[src/rtl/subleq_run_ctrl.sv]
// rtl/subleq_run_ctrl.sv - run controller for the 8-bit subleq core: core reset, memory arbitration, stop detection
// Host owns the shared memory outside RUN; during RUN the core bus is snooped for halt, budget and abort.
module subleq_run_ctrl #(
  parameter int CNT_W = 16
) (
  input  logic             i_clk,
  input  logic             i_rstn,
  input  logic             i_start,
  input  logic             i_abort,
  input  logic [CNT_W-1:0] i_max_instr,
  input  logic             i_host_req,
  input  logic             i_host_we,
  input  logic [7:0]       i_host_addr,
  input  logic [7:0]       i_host_wdata,
  output logic             o_host_ack,
  output logic [7:0]       o_host_rdata,
  output logic             o_core_rstn,
  input  logic [7:0]       i_core_raddr,
  input  logic [7:0]       i_core_waddr,
  input  logic [7:0]       i_core_wdata,
  input  logic             i_core_we,
  output logic [7:0]       o_mem_raddr,
  output logic [7:0]       o_mem_waddr,
  output logic [7:0]       o_mem_wdata,
  output logic             o_mem_we,
  input  logic [7:0]       i_mem_rdata,
  output logic             o_busy,
  output logic             o_done,
  output logic             o_halt,
  output logic             o_timeout,
  output logic             o_aborted,
  output logic [CNT_W-1:0] o_instr_count
);

  typedef enum logic [1:0] {S_IDLE, S_RUN, S_STOP, S_DONE} state_e;

  state_e             state_q, state_d;
  logic               core_rstn_q, core_rstn_d;
  logic               host_ack_q, host_ack_d;
  logic [7:0]         host_rdata_q, host_rdata_d;
  logic               rd_pend_q, rd_pend_d;
  logic               wr_q, wr_d;
  logic               start_pend_q, start_pend_d;
  logic               halt_q, halt_d;
  logic               timeout_q, timeout_d;
  logic               aborted_q, aborted_d;
  logic [CNT_W-1:0]   count_q, count_d;
  logic [CNT_W-1:0]   budget_q, budget_d;
  logic [3:0]         phase_q, phase_d;
  logic [7:0]         base_q, base_d;
  logic [7:0]         target_q, target_d;
  logic               taken_q, taken_d;
  logic               abort_seen_q, abort_seen_d;

  logic new_req;
  logic start_req;
  logic abort_now;
  logic core_owns;

  // The ack cycle itself never re-accepts: the host is still holding req while it sees the ack.
  assign new_req   = i_host_req && !host_ack_q && !rd_pend_q;
  assign start_req = i_start || start_pend_q;
  assign abort_now = abort_seen_q || i_abort;
  assign core_owns = (state_q == S_RUN);

  always_comb begin
    state_d      = state_q;
    core_rstn_d  = core_rstn_q;
    host_ack_d   = 1'b0;
    host_rdata_d = host_rdata_q;
    rd_pend_d    = rd_pend_q;
    wr_d         = 1'b0;
    start_pend_d = start_pend_q;
    halt_d       = halt_q;
    timeout_d    = timeout_q;
    aborted_d    = aborted_q;
    count_d      = count_q;
    budget_d     = budget_q;
    phase_d      = phase_q;
    base_d       = base_q;
    target_d     = target_q;
    taken_d      = taken_q;
    abort_seen_d = abort_seen_q;

    case (state_q)
      S_IDLE, S_DONE: begin
        if (rd_pend_q) begin
          host_rdata_d = i_mem_rdata;
          host_ack_d   = 1'b1;
          rd_pend_d    = 1'b0;
        end else if (new_req) begin
          if (i_host_we) begin
            wr_d       = 1'b1;
            host_ack_d = 1'b1;
          end else begin
            rd_pend_d  = 1'b1;
          end
        end

        if (start_req) begin
          if (new_req || rd_pend_q) begin
            start_pend_d = 1'b1;
          end else begin
            start_pend_d = 1'b0;
            halt_d       = 1'b0;
            timeout_d    = 1'b0;
            aborted_d    = 1'b0;
            count_d      = '0;
            budget_d     = i_max_instr;
            phase_d      = 4'd0;
            abort_seen_d = 1'b0;
            core_rstn_d  = 1'b1;
            state_d      = S_RUN;
          end
        end
      end

      S_RUN: begin
        abort_seen_d = abort_now;
        phase_d      = (phase_q == 4'd11) ? 4'd0 : phase_q + 4'd1;
        case (phase_q)
          4'd0:  base_d   = i_core_raddr;
          4'd8:  taken_d  = ~i_core_wdata[7];
          4'd10: target_d = i_mem_rdata;
          4'd11: begin
            count_d      = count_q + CNT_W'(1);
            abort_seen_d = 1'b0;
            if (taken_q && (target_q == base_q)) begin
              halt_d      = 1'b1;
              state_d     = S_STOP;
              core_rstn_d = 1'b0;
            end else if ((budget_q != '0) && (count_d == budget_q)) begin
              timeout_d   = 1'b1;
              state_d     = S_STOP;
              core_rstn_d = 1'b0;
            end else if (abort_now) begin
              aborted_d   = 1'b1;
              state_d     = S_STOP;
              core_rstn_d = 1'b0;
            end
          end
          default: ;
        endcase
      end

      S_STOP: begin
        state_d = S_DONE;
      end

      default: state_d = S_IDLE;
    endcase
  end

  always_ff @(posedge i_clk) begin
    if (!i_rstn) begin
      state_q      <= S_IDLE;
      core_rstn_q  <= 1'b0;
      host_ack_q   <= 1'b0;
      host_rdata_q <= 8'd0;
      rd_pend_q    <= 1'b0;
      wr_q         <= 1'b0;
      start_pend_q <= 1'b0;
      halt_q       <= 1'b0;
      timeout_q    <= 1'b0;
      aborted_q    <= 1'b0;
      count_q      <= '0;
      budget_q     <= '0;
      phase_q      <= 4'd0;
      base_q       <= 8'd0;
      target_q     <= 8'd0;
      taken_q      <= 1'b0;
      abort_seen_q <= 1'b0;
    end else begin
      state_q      <= state_d;
      core_rstn_q  <= core_rstn_d;
      host_ack_q   <= host_ack_d;
      host_rdata_q <= host_rdata_d;
      rd_pend_q    <= rd_pend_d;
      wr_q         <= wr_d;
      start_pend_q <= start_pend_d;
      halt_q       <= halt_d;
      timeout_q    <= timeout_d;
      aborted_q    <= aborted_d;
      count_q      <= count_d;
      budget_q     <= budget_d;
      phase_q      <= phase_d;
      base_q       <= base_d;
      target_q     <= target_d;
      taken_q      <= taken_d;
      abort_seen_q <= abort_seen_d;
    end
  end

  // STOP keeps the host path selected with no write, so the parked core can never disturb memory.
  assign o_mem_raddr   = core_owns ? i_core_raddr : i_host_addr;
  assign o_mem_waddr   = core_owns ? i_core_waddr : i_host_addr;
  assign o_mem_wdata   = core_owns ? i_core_wdata : i_host_wdata;
  assign o_mem_we      = core_owns ? i_core_we    : wr_q;

  assign o_host_ack    = host_ack_q;
  assign o_host_rdata  = host_rdata_q;
  assign o_core_rstn   = core_rstn_q;
  assign o_busy        = (state_q == S_RUN) || (state_q == S_STOP);
  assign o_done        = (state_q == S_DONE);
  assign o_halt        = halt_q;
  assign o_timeout     = timeout_q;
  assign o_aborted     = aborted_q;
  assign o_instr_count = count_q;

endmodule

[config.mk]
export PLATFORM = sky130hd
export DESIGN_NAME = subleq_run_ctrl
export DESIGN_NICKNAME = d
export VERILOG_FILES = /design/src/rtl/subleq_run_ctrl.sv
export SDC_FILE = /design/constraint.sdc
export NUM_CORES = 1
export LEC_CHECK = 0
export BUFFER_PORTS_ARGS = -buffer_cell sky130_fd_sc_hd__buf_4
export CAP_MARGIN = 20
export CORE_UTILIZATION = 46
export CTS_CLUSTER_DIAMETER = 100
export CTS_CLUSTER_SIZE = 20
export DETAILED_ROUTE_END_ITERATION = 8
export GPL_TIMING_DRIVEN = 1
export PLACE_DENSITY_LB_ADDON = 0.05
export SLEW_MARGIN = 25
export SYNTH_ARGS = -nofsm -noshare
export SYNTH_HDL_FRONTEND = slang
export SYNTH_SLANG_ARGS = --single-unit
[constraint.sdc]
create_clock -name i_clk -period 2.4 [get_ports i_clk]
set_input_delay 0.36 -clock i_clk [delete_from_list [all_inputs] [get_ports i_clk]]
set_output_delay 0.36 -clock i_clk [all_outputs]
set_load 0.05 [all_outputs]
# After elaboration in Yosys (flattened, before gate mapping)

Index checks and enable logic that the tools add are counted.

Word-level logic and storage cells: 119
Flip-flop bits (word level): 72

Mux-type cells: 49
Add/sub/neg operators: 2
Equality and inequality tests: 17
Reductions and logical operators: 30
Bitwise logic cells: 4

Operators with widths:

| kind                                                             | count |
|---|---|
| 16-bit 2-to-1 mux                                                | 3 |
| 16-bit one-hot mux with 2 select lines                           | 1 |
| 1-bit 2-to-1 mux                                                 | 26 |
| 8-bit 2-to-1 mux                                                 | 3 |
| 16-bit by 1-bit adder with 16-bit output (second input constant) | 1 |
| 16-bit == test                                                   | 1 |
| 16-bit nonzero test                                              | 1 |
| 4-bit == test (second input constant)                            | 3 |
| 2-bit 2-to-1 mux                                                 | 6 |
| 4-bit 2-to-1 mux                                                 | 3 |
| 2-bit AND reduction                                              | 6 |
| 2-bit != test (second input constant)                            | 5 |
| 1-bit one-hot mux with 2 select lines                            | 5 |
| 5-bit AND reduction                                              | 2 |
| 8-bit == test                                                    | 1 |
| 4-bit one-hot mux with 2 select lines                            | 1 |
| 4-bit AND reduction                                              | 2 |
| 7-bit AND reduction                                              | 1 |
| 2-bit by 1-bit != test with 1-bit output (second input constant) | 3 |
| 2-bit one-hot mux with 3 select lines                            | 1 |
| 3-bit AND reduction                                              | 2 |
| 6-bit AND reduction                                              | 1 |
| 4-bit by 1-bit adder with 4-bit output (second input constant)   | 1 |
| 2-bit == test (second input constant)                            | 2 |
| other kinds (11)                                                 | 21 |

# Logic depth before layout (Yosys ltp)

Gate-level depths: netlist (run 1).

Depth after elaboration: 7
Mapped depth: 10
Depth with buffers taken out: 8

# Least setup slack after synthesis (run 1)

Ideal clock, no wire load.

Kind: register -> register
Start: register count_q[0] (netlist: o_instr_count[0])
End: register state_q[0]
Setup time: 79 ps
Arrival time: 2794 ps
Period minus slack after synthesis: 2873 ps
Stages on the path, launching flop included: 11
Slack: -473 ps
Cells stage by stage: dfxtp_1 > ha_1 > buf_2 > nand3_1 > or4_1 > a211oi_1 > o311a_1 > and4_4 > buf_6 > o31ai_1 > a211oi_2

Cells in the longest elaborated chain, start to end: 7
Elaborated cells between the ends (all ways): 9
Those cells by class: 1 x add/sub; 2 x eq/ne; 4 x mux; 2 x reduce/logical

RTL lines:

| item                                       | line | source |
|---|---|---|
| start, declared                            | 47   | `logic [CNT_W-1:0] count_q, count_d;` |
| start signal, assigned                     | 184  | `count_q <= count_d;` |
| 16-bit by 1-bit adder with 16-bit output * | 126  | `count_d = count_q + CNT_W'(1);` |
| 16-bit == test *                           | 132  | `end else if ((budget_q != '0) && (count_d == budget_q)) begin` |
| 1-bit logical AND *                        | 132  |  |
| 2-bit 2-to-1 mux                           | 132  |  |
| 2-bit 2-to-1 mux                           | 128  | `if (taken_q && (target_q == base_q)) begin` |
| 2-bit 2-to-1 mux                           | 121  | `case (phase_q)` |
| 2-bit one-hot mux with 3 select lines      | 85   | `case (state_q)` |
| end signal, assigned                       | 174  | `state_q <= state_d;` |
| end, declared                              | 37   | `state_e state_q, state_d;` |

Every way passes the cells marked *; elsewhere a longest branch is shown, timed or not. The select of a mux whose other input is x is not followed.
A chain may end at the register's enable or synchronous reset.

# Final worst setup path (run 1)

Start: register count_q[1] (netlist: o_instr_count[1])
End: register state_q[1]

Same word-level chain as after synthesis.

==> metrics, run 1 <==
port buffer count 126; remaining number of nets flagged by the antenna check after routing 0; final wirelength 10.6 mm; number of buffers created by CTS 9; clock latency on the worst-skew pair 360 ps; class of the tightest hold or removal check input pin to register; count of yosys warnings during synthesis 0; cell at the root of the clock tree clkbuf_8; CP delay by family, top simple AND/OR/NAND/NOR gates; area growth from synthesis to layout 35.4%; crit start category register; Crit path arrival time 2610 ps; number of antenna violations at the first check in global routing 0; Core Footprint 0.00822 mm2; number of instances in the synthesized netlist 498; Leak 2.26 nW; number of fill cells in the layout 743; Buf/Inv on CP 1; measured slew at the worst slew-check pin 586 ps; synthesized netlist net count 576; clock tree from TritonCTS yes; switching power as a share of total power 45.1%; antenna diode count 0; number of flip-flops and latches in the synthesized netlist 72; part of the Yosys area used for sequential elements 37.0%; largest stage delay on the critical path 490 ps; total internal power 2.69 mW; combinational cell fraction of total power 47.7%; cell type of the slowest stage on the worst timing path or4_4; Max-Slew Margin vs Limit 60.5%; gp weighted congestion 0.871; Peak Freq 428 MHz; floorplan row count 33; vias after detailed routing 3954; die extent in x 94.1 um; share of layout cells above drive strength 1 32.0%; fraction of the cycle the final worst path needs 97.3%; Ports 127; type of the setup path with the least slack register to register; global-route wire length before repair 16.9 mm; sort of element at the end of the critical path register; Die H 94.1 um; total placed cells including tap cells 709; total grt overflow 0; full die area 0.00885 mm2; time the final worst path needs with I/O delays and setup 2330 ps; number of vias per cell 5.39; largest driver fanout on the critical path 7; VDD IR-drop max 0.459 mV; clk_skew 19.6 ps; total power per unit cell area 927 mW/mm2; CTS H-tree lvls 3; clock-pin slew reported for the worst setup and hold paths after clock tree synthesis 90 ps; Global Route Usage Sum 24.4%; number of design rule violations left after detail routing 0; vias in the first global route 3630; final core utilization 64.3%; sw power 2.21 mW; Final Instance Count excl. Fillers 733; post-synthesis cell area 0.00390 mm2; number of failing setup endpoints in the final timing report 0; number of clock sinks 72; critical path required time 2670 ps; share of power burned in the clock network 21.1%; number of design-rule violations left by the first detailed-router iteration 175; maximum number of pins on one net before global-route repair 39; effective utilization at floorplan 47.4%; number of pins exceeding their max-slew limit in the final report 0; detailed-router iteration count before antenna repair 5; Mean Syn Cell Area 7.83 um2; # nets final 701; Final Hold Violating Endpoints 0; Unique masters post-synth 50; final HPWL from detailed placement 7.85 mm; register share of total power 31.2%; Routed wire per std cell 14.5 um; result of the run complete, no violations; max-cap viol count 0; CTS max path bufs 2; Critical Path, Cell by Cell ha_4 -> buf_4 -> nand4_1 -> o31a_1 -> o21ai_0 -> nand3_1 -> and4_4 -> or4_4 -> o221ai_2
placed cells by master, fill, tap and decap left out, drive strengths merged, types with 2 or more instances in the layout:
cell type  netlist  routed
or2              2       2
and2             3       3
a21oi           45      45
ha               7       7
and4             7       7
nor3             6       6
o41ai            3       3
a211oi           4       4
nor2            32      32
nor4b            3       3
nor3b            4       4
xor2            19      19
nor4             8       8
or4              3       3
inv             11      16
dfxtp           72      72
nand4           12      12
xnor2           15      15
o31ai            7       7
a31oi            3       3
mux2            10      10
or3              2       2
mux2i           10      10
nand3           34      34
o311a            2       2
buf             13     148
and3             3       3
nor2b            2       2
nand2          102     102
clkbuf          21       9
o21ai           23      23
final timing paths:
kind / from / endpoint / slack, ps / depth (start not counted)
worst max register to register: o_instr_count[1] / state_q[1] / 70 / 9
worst min-delay path: i_core_wdata[7] / taken_q / 230 / 2
worst min register to register: o_host_rdata[7] / o_host_rdata[7] / 460 / 2
worst max-delay path: o_instr_count[1] / state_q[1] / 70 / 9
metal layers:
metal  global-route usage, %  part of all wire, %  vias up
met5                       0                    0        -
met4                    6.79                 0.89        0
met3                    6.15                  6.8        9
met2                    40.5                   48      126
met1                    31.2                   45     1827
li1                        -                    -     1992
power by group through the flow:
stage | clock network [mW] | logic [mW] | registers (mW)
5_1_grt | 1.10 | 2.53 | 1.55
3_3_place_gp | 0 | 2.29 | 1.55
2_1_floorplan | 0 | 1.58 | 1.63
6_report | 1.03 | 2.33 | 1.53
3_5_place_dp | 0 | 2.31 | 1.56
4_1_cts | 1.05 | 2.32 | 1.53
state kept, by name (all words and copies together) (netlist names):
name and count:
wr_q 1, o_aborted 1, o_host_rdata 8, target_q 8
rd_pend_q 1, o_timeout 1, o_host_ack 1, start_pend_q 1
o_halt 1, abort_seen_q 1, budget_q 16, o_instr_count 16
taken_q 1, state_q 2, phase_q 4, base_q 8
o_core_rstn 1
final cells by class:
type,instances,area [um2],share of cell area (%)
tap,105,131,2.49
inverter,11,41.3,0.782
clock inverter,7,83.8,1.59
clock buffer,9,124,2.35
sequential,72,1470,27.9
timing repair buffer,148,1110,21.0
multi-input combinational,381,2310,43.8
what timing repair did:
| item | CTS | global route |
|---|---|---|
| hold buffers | 0 | 0 |
| buffers inserted | 0 | 8 |
| endpoints found under the setup margin | 0 | 4 |
| gates resized for setup | 0 | 5 |
cells by family after synthesis:
logic type                 after synthesis  share of synthesized area [%]
muxes                                   20                           5.46
adders and majority gates                7                           2.25
buffers and inverters                   45                           4.85
xor gates and xnor gates                34                           7.64
AOI/OAI and AO/OA                       94                           14.3
and+or+nand+nor                        226                           28.6
DFF                                     72                           37.0
through the flow:
| step | setup WS, ps | hold slack (ps) | setup TNS, ps | cell area (um2) | total power, mW |
|---|---|---|---|---|---|
| finish | 65.8 | 229 | 0 | 5280 | 4.90 |
| floorplan | 2.45 | 429 | 0 | 3970 | 3.20 |
| CTS | 69.0 | 211 | 0 | 5200 | 4.90 |
| global placement | 157 | 442 | 0 | 4990 | 3.85 |
| detailed placement | 102 | 448 | 0 | 4990 | 3.87 |
| global route | -9.20 | 226 | -15.3 | 5280 | 5.19 |
synthesized netlist by cell type, drive strengths merged:
cell | instances | area (um2)
a211oi | 4 | 35.0
a21oi | 45 | 225
a221oi | 1 | 8.76
a311oi | 1 | 8.76
a31oi | 3 | 18.8
and2 | 3 | 18.8
and3 | 3 | 18.8
and4 | 7 | 63.8
buf | 13 | 68.8
clkbuf | 21 | 78.8
dfxtp | 72 | 1440
ha | 7 | 87.6
inv | 11 | 41.3
mux2 | 10 | 113
mux2i | 10 | 100
nand2 | 102 | 383
nand3 | 34 | 170
nand3b | 1 | 7.51
nand4 | 12 | 105
nand4b | 1 | 8.76
nor2 | 32 | 120
nor2b | 2 | 12.5
nor3 | 6 | 30.0
nor3b | 4 | 30.0
nor4 | 8 | 56.3
nor4b | 3 | 26.3
o211ai | 1 | 7.51
o21a | 1 | 7.51
o21ai | 23 | 115
o21bai | 1 | 7.51
o221ai | 1 | 15.0
o311a | 2 | 20.0
o31a | 1 | 8.76
o31ai | 7 | 52.6
o41ai | 3 | 26.3
or2 | 2 | 12.5
or2b | 1 | 7.51
or3 | 2 | 12.5
or4 | 3 | 30.0
xnor2 | 15 | 131
xor2 | 19 | 166
(Power assumes the default switching activity.)
==> inputs of run 2 (changes only) <==
--- a/config.mk
+++ b/config.mk
@@ -7,7 +7,7 @@
 export LEC_CHECK = 0
 export BUFFER_PORTS_ARGS = -buffer_cell sky130_fd_sc_hd__buf_4
 export CAP_MARGIN = 20
-export CORE_UTILIZATION = 46
+export CORE_UTILIZATION = 51
 export CTS_CLUSTER_DIAMETER = 100
 export CTS_CLUSTER_SIZE = 20
 export DETAILED_ROUTE_END_ITERATION = 8
==> constraint.sdc (replaced) <==
create_clock -name i_clk -period 2.2 [get_ports i_clk]
set_input_delay 0.33 -clock i_clk [delete_from_list [all_inputs] [get_ports i_clk]]
set_output_delay 0.33 -clock i_clk [all_outputs]
set_load 0.05 [all_outputs]
==> run 2 against run 1 <==
Against the previous run: core utilization increased by 9.1 points; cell count is 0.41% lower; critical path depth unchanged; hold slack worse by 35 ps; first-iteration DRC count up 26%; count of clock-buffer cells in the layout grew 1; worst setup slack worse by 33 ps; sequential power up 8%; via count rose by 3.2%; largest power group unchanged; total power up 11%.
==> metrics, run 2 (synthesis results as in run 1) <==
full die area 0.00800 mm2 (-9.6%); final core utilization 73.3% (+9.1 points); crit start category register; VDD IR-drop max 0.552 mV (+20%); Critical path origin o_instr_count[1]; reg2reg end state_q[0]; clock latency on the worst-skew pair 340 ps (-20 ps); number of clock sinks 72 (unchanged); global-route wire length before repair 16.4 mm (-2.7%); combinational cell fraction of total power 49.3% (+1.6 points); most frequent cells in the layout 147 x buf_4, 92 x nand2_1, 59 x dfxtp_1; type of the setup path with the least slack register to register; Final Instance Count excl. Fillers 730 (-0.41%); critical path required time 2410 ps (-260 ps); gp weighted congestion 0.874 (+0.25%); number of antenna violations at the first check in global routing 0 (unchanged); total placed cells including tap cells 712 (+0.42%); detailed-router iteration count before antenna repair 5 (unchanged); number of failing setup endpoints in the final timing report 0 (unchanged); Leak 2.32 nW (+2.4%); Max-Slew Margin vs Limit 66.0% (+5.5 points); Final Hold Violating Endpoints 0 (unchanged); post-layout instance area 0.00538 mm2 (+1.8%); CTS max path bufs 2 (unchanged); number of design rule violations left after detail routing 0 (unchanged); FF-to-FF Start o_instr_count[1]; number of buffers created by CTS 9 (unchanged); Routed wire per std cell 15.1 um (+4.2%); share of layout cells above drive strength 1 34.7% (+2.7 points); maximum number of pins on one net before global-route repair 48 (+23%); Die H 89.4 um (-4.9%); CTS H-tree lvls 3 (unchanged); floorplan row count 31 (-6.1%); post-placement setup slack -2.32 ps (-104 ps); area growth from synthesis to layout 37.9%; fraction of the cycle the final worst path needs 98.5% (+1.3 points); worst setup margin 32.4 ps (-33.4 ps); depth of the worst register-to-register path 9 (unchanged); # nets final 704 (+0.43%); max-cap viol count 0 (unchanged); Placement Cell Area 0.00511 mm2 (+2.3%); die extent in x 89.4 um (-4.9%); clock tree from TritonCTS yes; Peak Freq 461 MHz (+7.7%); Critical Path, Cell by Cell ha_4 -> buf_4 -> xnor2_1 -> a21oi_1 -> a211oi_1 -> nor4b_2 -> and4_4 -> o311a_1 -> a211oi_2; largest driver fanout on the critical path 7 (unchanged); clk_skew 5.00 ps (-14.6 ps); RSZ-0062 raised after global routing true; number of design-rule violations left by the first detailed-router iteration 221 (+26%); Core Footprint 0.00733 mm2 (-11%); total grt overflow 0 (unchanged); vias after detailed routing 4080 (+3.2%); Crit path arrival time 2380 ps (-230 ps); final HPWL from detailed placement 8.22 mm (+4.7%); effective utilization at floorplan 53.2% (+5.7 points); number of pins exceeding their max-slew limit in the final report 0 (unchanged); number of vias per cell 5.59 (+3.6%); result of the run complete, no violations; total internal power 3.02 mW (+13%); number of hold buffers added after CTS 0 (unchanged); Global Route Usage Sum 27.0% (+2.6 points); class of the tightest hold or removal check input pin to register; cell at the root of the clock tree clkbuf_8; Ports 127 (unchanged); total power per unit cell area 1010 mW/mm2 (+9.3%); sort of element at the end of the critical path register; number of fill cells in the layout 570 (-23%); register share of total power 30.2% (-1.0 points); time the final worst path needs with I/O delays and setup 2170 ps (-167 ps); antenna diode count 0 (unchanged); vias in the first global route 3423 (-5.7%); port buffer count 126 (unchanged); largest stage delay on the critical path 380 ps (-110 ps); leading cell type in the layout, fill and taps excluded buf_4; cell type of the slowest stage on the worst timing path dfxtp_4; setup slack on the worst flop-to-flop path 30 ps (-30 ps); sw power 2.43 mW (+9.9%); measured slew at the worst slew-check pin 504 ps (-81.8 ps); total power of the final layout 5.45 mW (+11%); final wirelength 11.0 mm (+3.7%); remaining number of nets flagged by the antenna check after routing 0 (unchanged); share of power burned in the clock network 20.5% (-0.6 points); destination of the critical timing path state_q[0]; switching power as a share of total power 44.5% (-0.59 points); clock-pin slew reported for the worst setup and hold paths after clock tree synthesis 80 ps (about the same)
## run 2: cell count changes in the layout (fill, tap and decap cells not counted), moves of 2 or more
| cell | change |
|---|---|
| dfxtp_1 | -3 |
| buf_6 | +3 |
| dfxtp_2 | +2 |
| nand2_1 | -10 |
| clkinv_2 | +2 |
| nand2_2 | +10 |
| inv_6 | -3 |
## run 2: worst min path at each step
stage,start,end,depth (start not counted)
floorplan,abort_seen_q,abort_seen_q,2
global placement,abort_seen_q,abort_seen_q,2
detailed placement,o_host_rdata[6],o_host_rdata[6],2
CTS,i_core_wdata[7],taken_q,2
global route,i_core_wdata[7],taken_q,2
finish,i_core_wdata[7],taken_q,2
## run 2: critical path, delay by kind of cell, from the launching register on
kind / cells / cell delay [ps]
buffers and inverters: 1 / 140
flip-flops: 1 / 380
adder cells (fa/ha/maj): 1 / 190
AND/OR/NAND/NOR: 2 / 600
XOR/XNOR: 1 / 150
AO/OA/AOI/OAI: 4 / 580
## run 2: power by group through the flow
stage	Sequential, mW	Combinational, mW	Clock, mW
6_report	1.65	2.69	1.12
5_1_grt	1.67	2.89	1.18
4_1_cts	1.64	2.65	1.12
3_5_place_dp	1.67	2.63	0
3_3_place_gp	1.66	2.59	0
2_1_floorplan	1.77	1.74	0
## run 2: layout make-up
cell class | instances | area (um2) | share of cell area [%]
multi-input cells | 381 | 2360 | 43.9
flip-flops and latches | 72 | 1480 | 27.5
repair buffers | 151 | 1160 | 21.5
clock buffers | 10 | 149 | 2.77
well taps | 99 | 124 | 2.30
clock inverters | 6 | 65.1 | 1.21
inverters | 11 | 41.3 | 0.768
## run 2: layer usage
| layer | track usage (%) | part of all wire, % |
|---|---|---|
| met4 | 7.65 | 0.98 |
| met3 | 5.72 | 6.9 |
| met2 | 42.2 | 46 |
| met5 | 0 | 0 |
| met1 | 37.7 | 46 |
## run 2: what timing repair did
item / 4_1_cts / 5_1_grt
setup buffers: 2 / 0
endpoints found under the setup margin: 3 / 8
pin swaps: 1 / 4
endpoints found under the hold margin: 0 / 0
resized for setup: 1 / 8
## run 2: stage by stage
stage	setup TNS [ps]	hold slack (ps)
4_1_cts	0	185
6_report	0	194
5_1_grt	-131	177
3_5_place_dp	-2.32	448
3_3_place_gp	0	442
2_1_floorplan	-270	429
==> inputs of run 3 (changes only) <==
--- a/config.mk
+++ b/config.mk
@@ -7,7 +7,10 @@
 export LEC_CHECK = 0
 export BUFFER_PORTS_ARGS = -buffer_cell sky130_fd_sc_hd__buf_4
 export CAP_MARGIN = 20
-export CORE_UTILIZATION = 51
+export CELL_PAD_IN_SITES_DETAIL_PLACEMENT = 0
+export CELL_PAD_IN_SITES_GLOBAL_PLACEMENT = 1
+export CORE_MARGIN = 4
+export CORE_UTILIZATION = 36
 export CTS_CLUSTER_DIAMETER = 100
 export CTS_CLUSTER_SIZE = 20
 export DETAILED_ROUTE_END_ITERATION = 8
==> run 3 against run 2 <==
Against the previous run: clock power grew 19%; non-clock buffer count grew 9; critical path depth shrank 1; first-iteration DRC count fell by 18%; count of clock-buffer cells in the layout grew 1; sequential power barely moved; critical endpoint is now o_core_rstn; combinational power rose by 1%; die area is 57% higher.
==> metrics, run 3 (synthesis results as in run 1) <==
total power of the final layout 5.71 mW (+4.8%); number of vias per cell 5.18 (-7.3%); total power per unit cell area 1030 mW/mm2 (+1.1%); number of failing setup endpoints in the final timing report 0 (unchanged); total placed cells including tap cells 750 (+5.3%); Hold Path Cell Cnt 2 (unchanged); reg2reg end o_core_rstn; hold_sp i_core_wdata[7]; Routed wire per std cell 15.6 um (+3.6%); type of the setup path with the least slack register to register; Placement Cell Area 0.00517 mm2 (+1.3%); vias in the first global route 3805 (+11%); RSZ-0062 raised after global routing true; share of layout cells above drive strength 1 36.4% (+1.7 points); Final Hold Violating Endpoints 0 (unchanged); maximum number of pins on one net before global-route repair 41 (-15%); class of the tightest hold or removal check input pin to register; number of clock sinks 72 (unchanged); Die H 112 um (+25%); final HPWL from detailed placement 9.14 mm (+11%); clock tree from TritonCTS yes; fraction of the cycle the final worst path needs 99.7% (+1.2 points); number of buffers created by CTS 9 (unchanged); sort of element at the end of the critical path register; busiest grt layer met2; clock latency on the worst-skew pair 340 ps (about the same); Leak 2.39 nW (+3.0%); total grt overflow 0 (unchanged); floorplan row count 37 (+19%); Ports 127 (unchanged); result of the run complete, no violations; Crit path arrival time 2410 ps (+30 ps); port buffer count 126 (unchanged); number of fill cells in the layout 1019 (+79%); critical path required time 2410 ps (about the same); number of antenna violations at the first check in global routing 0 (unchanged); Core Footprint 0.0104 mm2 (+42%); crit start category register; clk_skew 8.44 ps (+3.44 ps); die extent in x 112 um (+25%); effective utilization at floorplan 37.4% (-16 points); cell at the root of the clock tree clkbuf_8; full die area 0.0126 mm2 (+57%); measured slew at the worst slew-check pin 499 ps (-5.64 ps); largest driver fanout on the critical path 8 (+1); Global Route Usage Sum 18.8% (-8.2 points); VDD IR-drop max 0.543 mV (-1.6%); antenna diode count 0 (unchanged); worst setup margin 6.60 ps (-25.8 ps); Global Route met1 Usage 26.6% (-11 points); met3 track demand over resource in global routing 4.47% (-1.3 points); most frequent cells in the layout 155 x buf_4, 92 x nand2_1, 59 x dfxtp_1; post-placement setup slack -17.8 ps (-15.4 ps); # nets final 713 (+1.3%); number of design rule violations left after detail routing 0 (unchanged); CTS H-tree lvls 3 (unchanged); remaining number of nets flagged by the antenna check after routing 0 (unchanged); FF-to-FF Start o_instr_count[1]; leading cell type in the layout, fill and taps excluded buf_4; number of pins exceeding their max-slew limit in the final report 0 (unchanged); GR Layer Usage met2 28.7% (-14 points); Final Instance Count excl. Fillers 776 (+6.3%); vias after detailed routing 4019 (-1.5%); detailed-router iteration count before antenna repair 4 (-1); CTS max path bufs 2 (unchanged); clock-pin slew reported for the worst setup and hold paths after clock tree synthesis 80 ps (about the same); global-route wire length before repair 19.4 mm (+18%); final wirelength 12.1 mm (+10%); gp weighted congestion 0.868 (-0.69%); destination of the worst hold path taken_q; area growth from synthesis to layout 42.9%; setup slack on the worst flop-to-flop path 7 ps (-30 ps); Peak Freq 456 MHz (-1.2%); time the final worst path needs with I/O delays and setup 2190 ps (+25.8 ps); post-layout instance area 0.00557 mm2 (+3.7%); depth of the worst register-to-register path 8 (-1); Max-Slew Margin vs Limit 66.7% (+0.73 points); max-cap viol count 0 (unchanged); number of design-rule violations left by the first detailed-router iteration 182 (-18%)
## run 3: what timing repair did
| action | CTS | global route |
|---|---|---|
| pin swaps | 2 | 5 |
| gates resized for setup | 4 | 12 |
| setup buffers | 2 | 8 |
| hold buffers | 0 | 0 |
| endpoints found under the hold margin | 0 | 0 |
| endpoints found under the setup margin | 12 | 14 |
## run 3: area by class of cell
| class | instances | area [um2] | share of cell area [%] |
|---|---|---|---|
| clock inverters | 5 | 101 | 1.82 |
| clock buffers | 11 | 151 | 2.72 |
| flip-flops and latches | 72 | 1480 | 26.6 |
| well taps | 136 | 170 | 3.05 |
| inverters | 11 | 41.3 | 0.741 |
| repair buffers | 160 | 1240 | 22.2 |
| multi-input cells | 381 | 2390 | 42.9 |
## run 3: metrics by stage
step                setup TNS (ps)  hold slack (ps)  util (%)
global route                  -296              191      53.5
detailed placement           -44.3              451      49.7
global placement                 0              443      49.7
finish                           0              199      53.5
floorplan                     -270              429         -
CTS                              0              186      52.3
## run 3: worst max path at each step
stage	startpoint	to	slack (ps)	depth (start not counted)
after floorplan	o_instr_count[0]	o_core_rstn	-70	10
after global placement	o_instr_count[1]	o_core_rstn	20	8
after detailed placement	o_instr_count[1]	o_core_rstn	-20	8
after CTS	o_instr_count[2]	state_q[1]	3	8
after global routing	o_instr_count[1]	o_timeout	-110	8
final	o_instr_count[1]	o_core_rstn	7	8
## run 3: routing by layer
layer  vias to the layer above  share of wire [%]  wire (um)
met2                       110                 45       5500
met3                         8                6.6        802
li1                       2012                  -          -
met4                         0               0.82         99
met5                         -                  0          0
met1                      1889                 47       5720
## run 3: worst max-delay path: stages, from the launching register on
cell	delay [ps]
dfxtp_4	390
ha_4	200
nand3_4	110
or4_4	430
a211oi_2	190
o311a_1	210
and4_4	290
o211ai_1	100
nor3b_1	150
## run 3: power breakdown
group	internal [mW]	switching, mW
combinational	0.982	1.74
clock	0.815	0.512
sequential	1.48	0.183
total	3.27	2.44
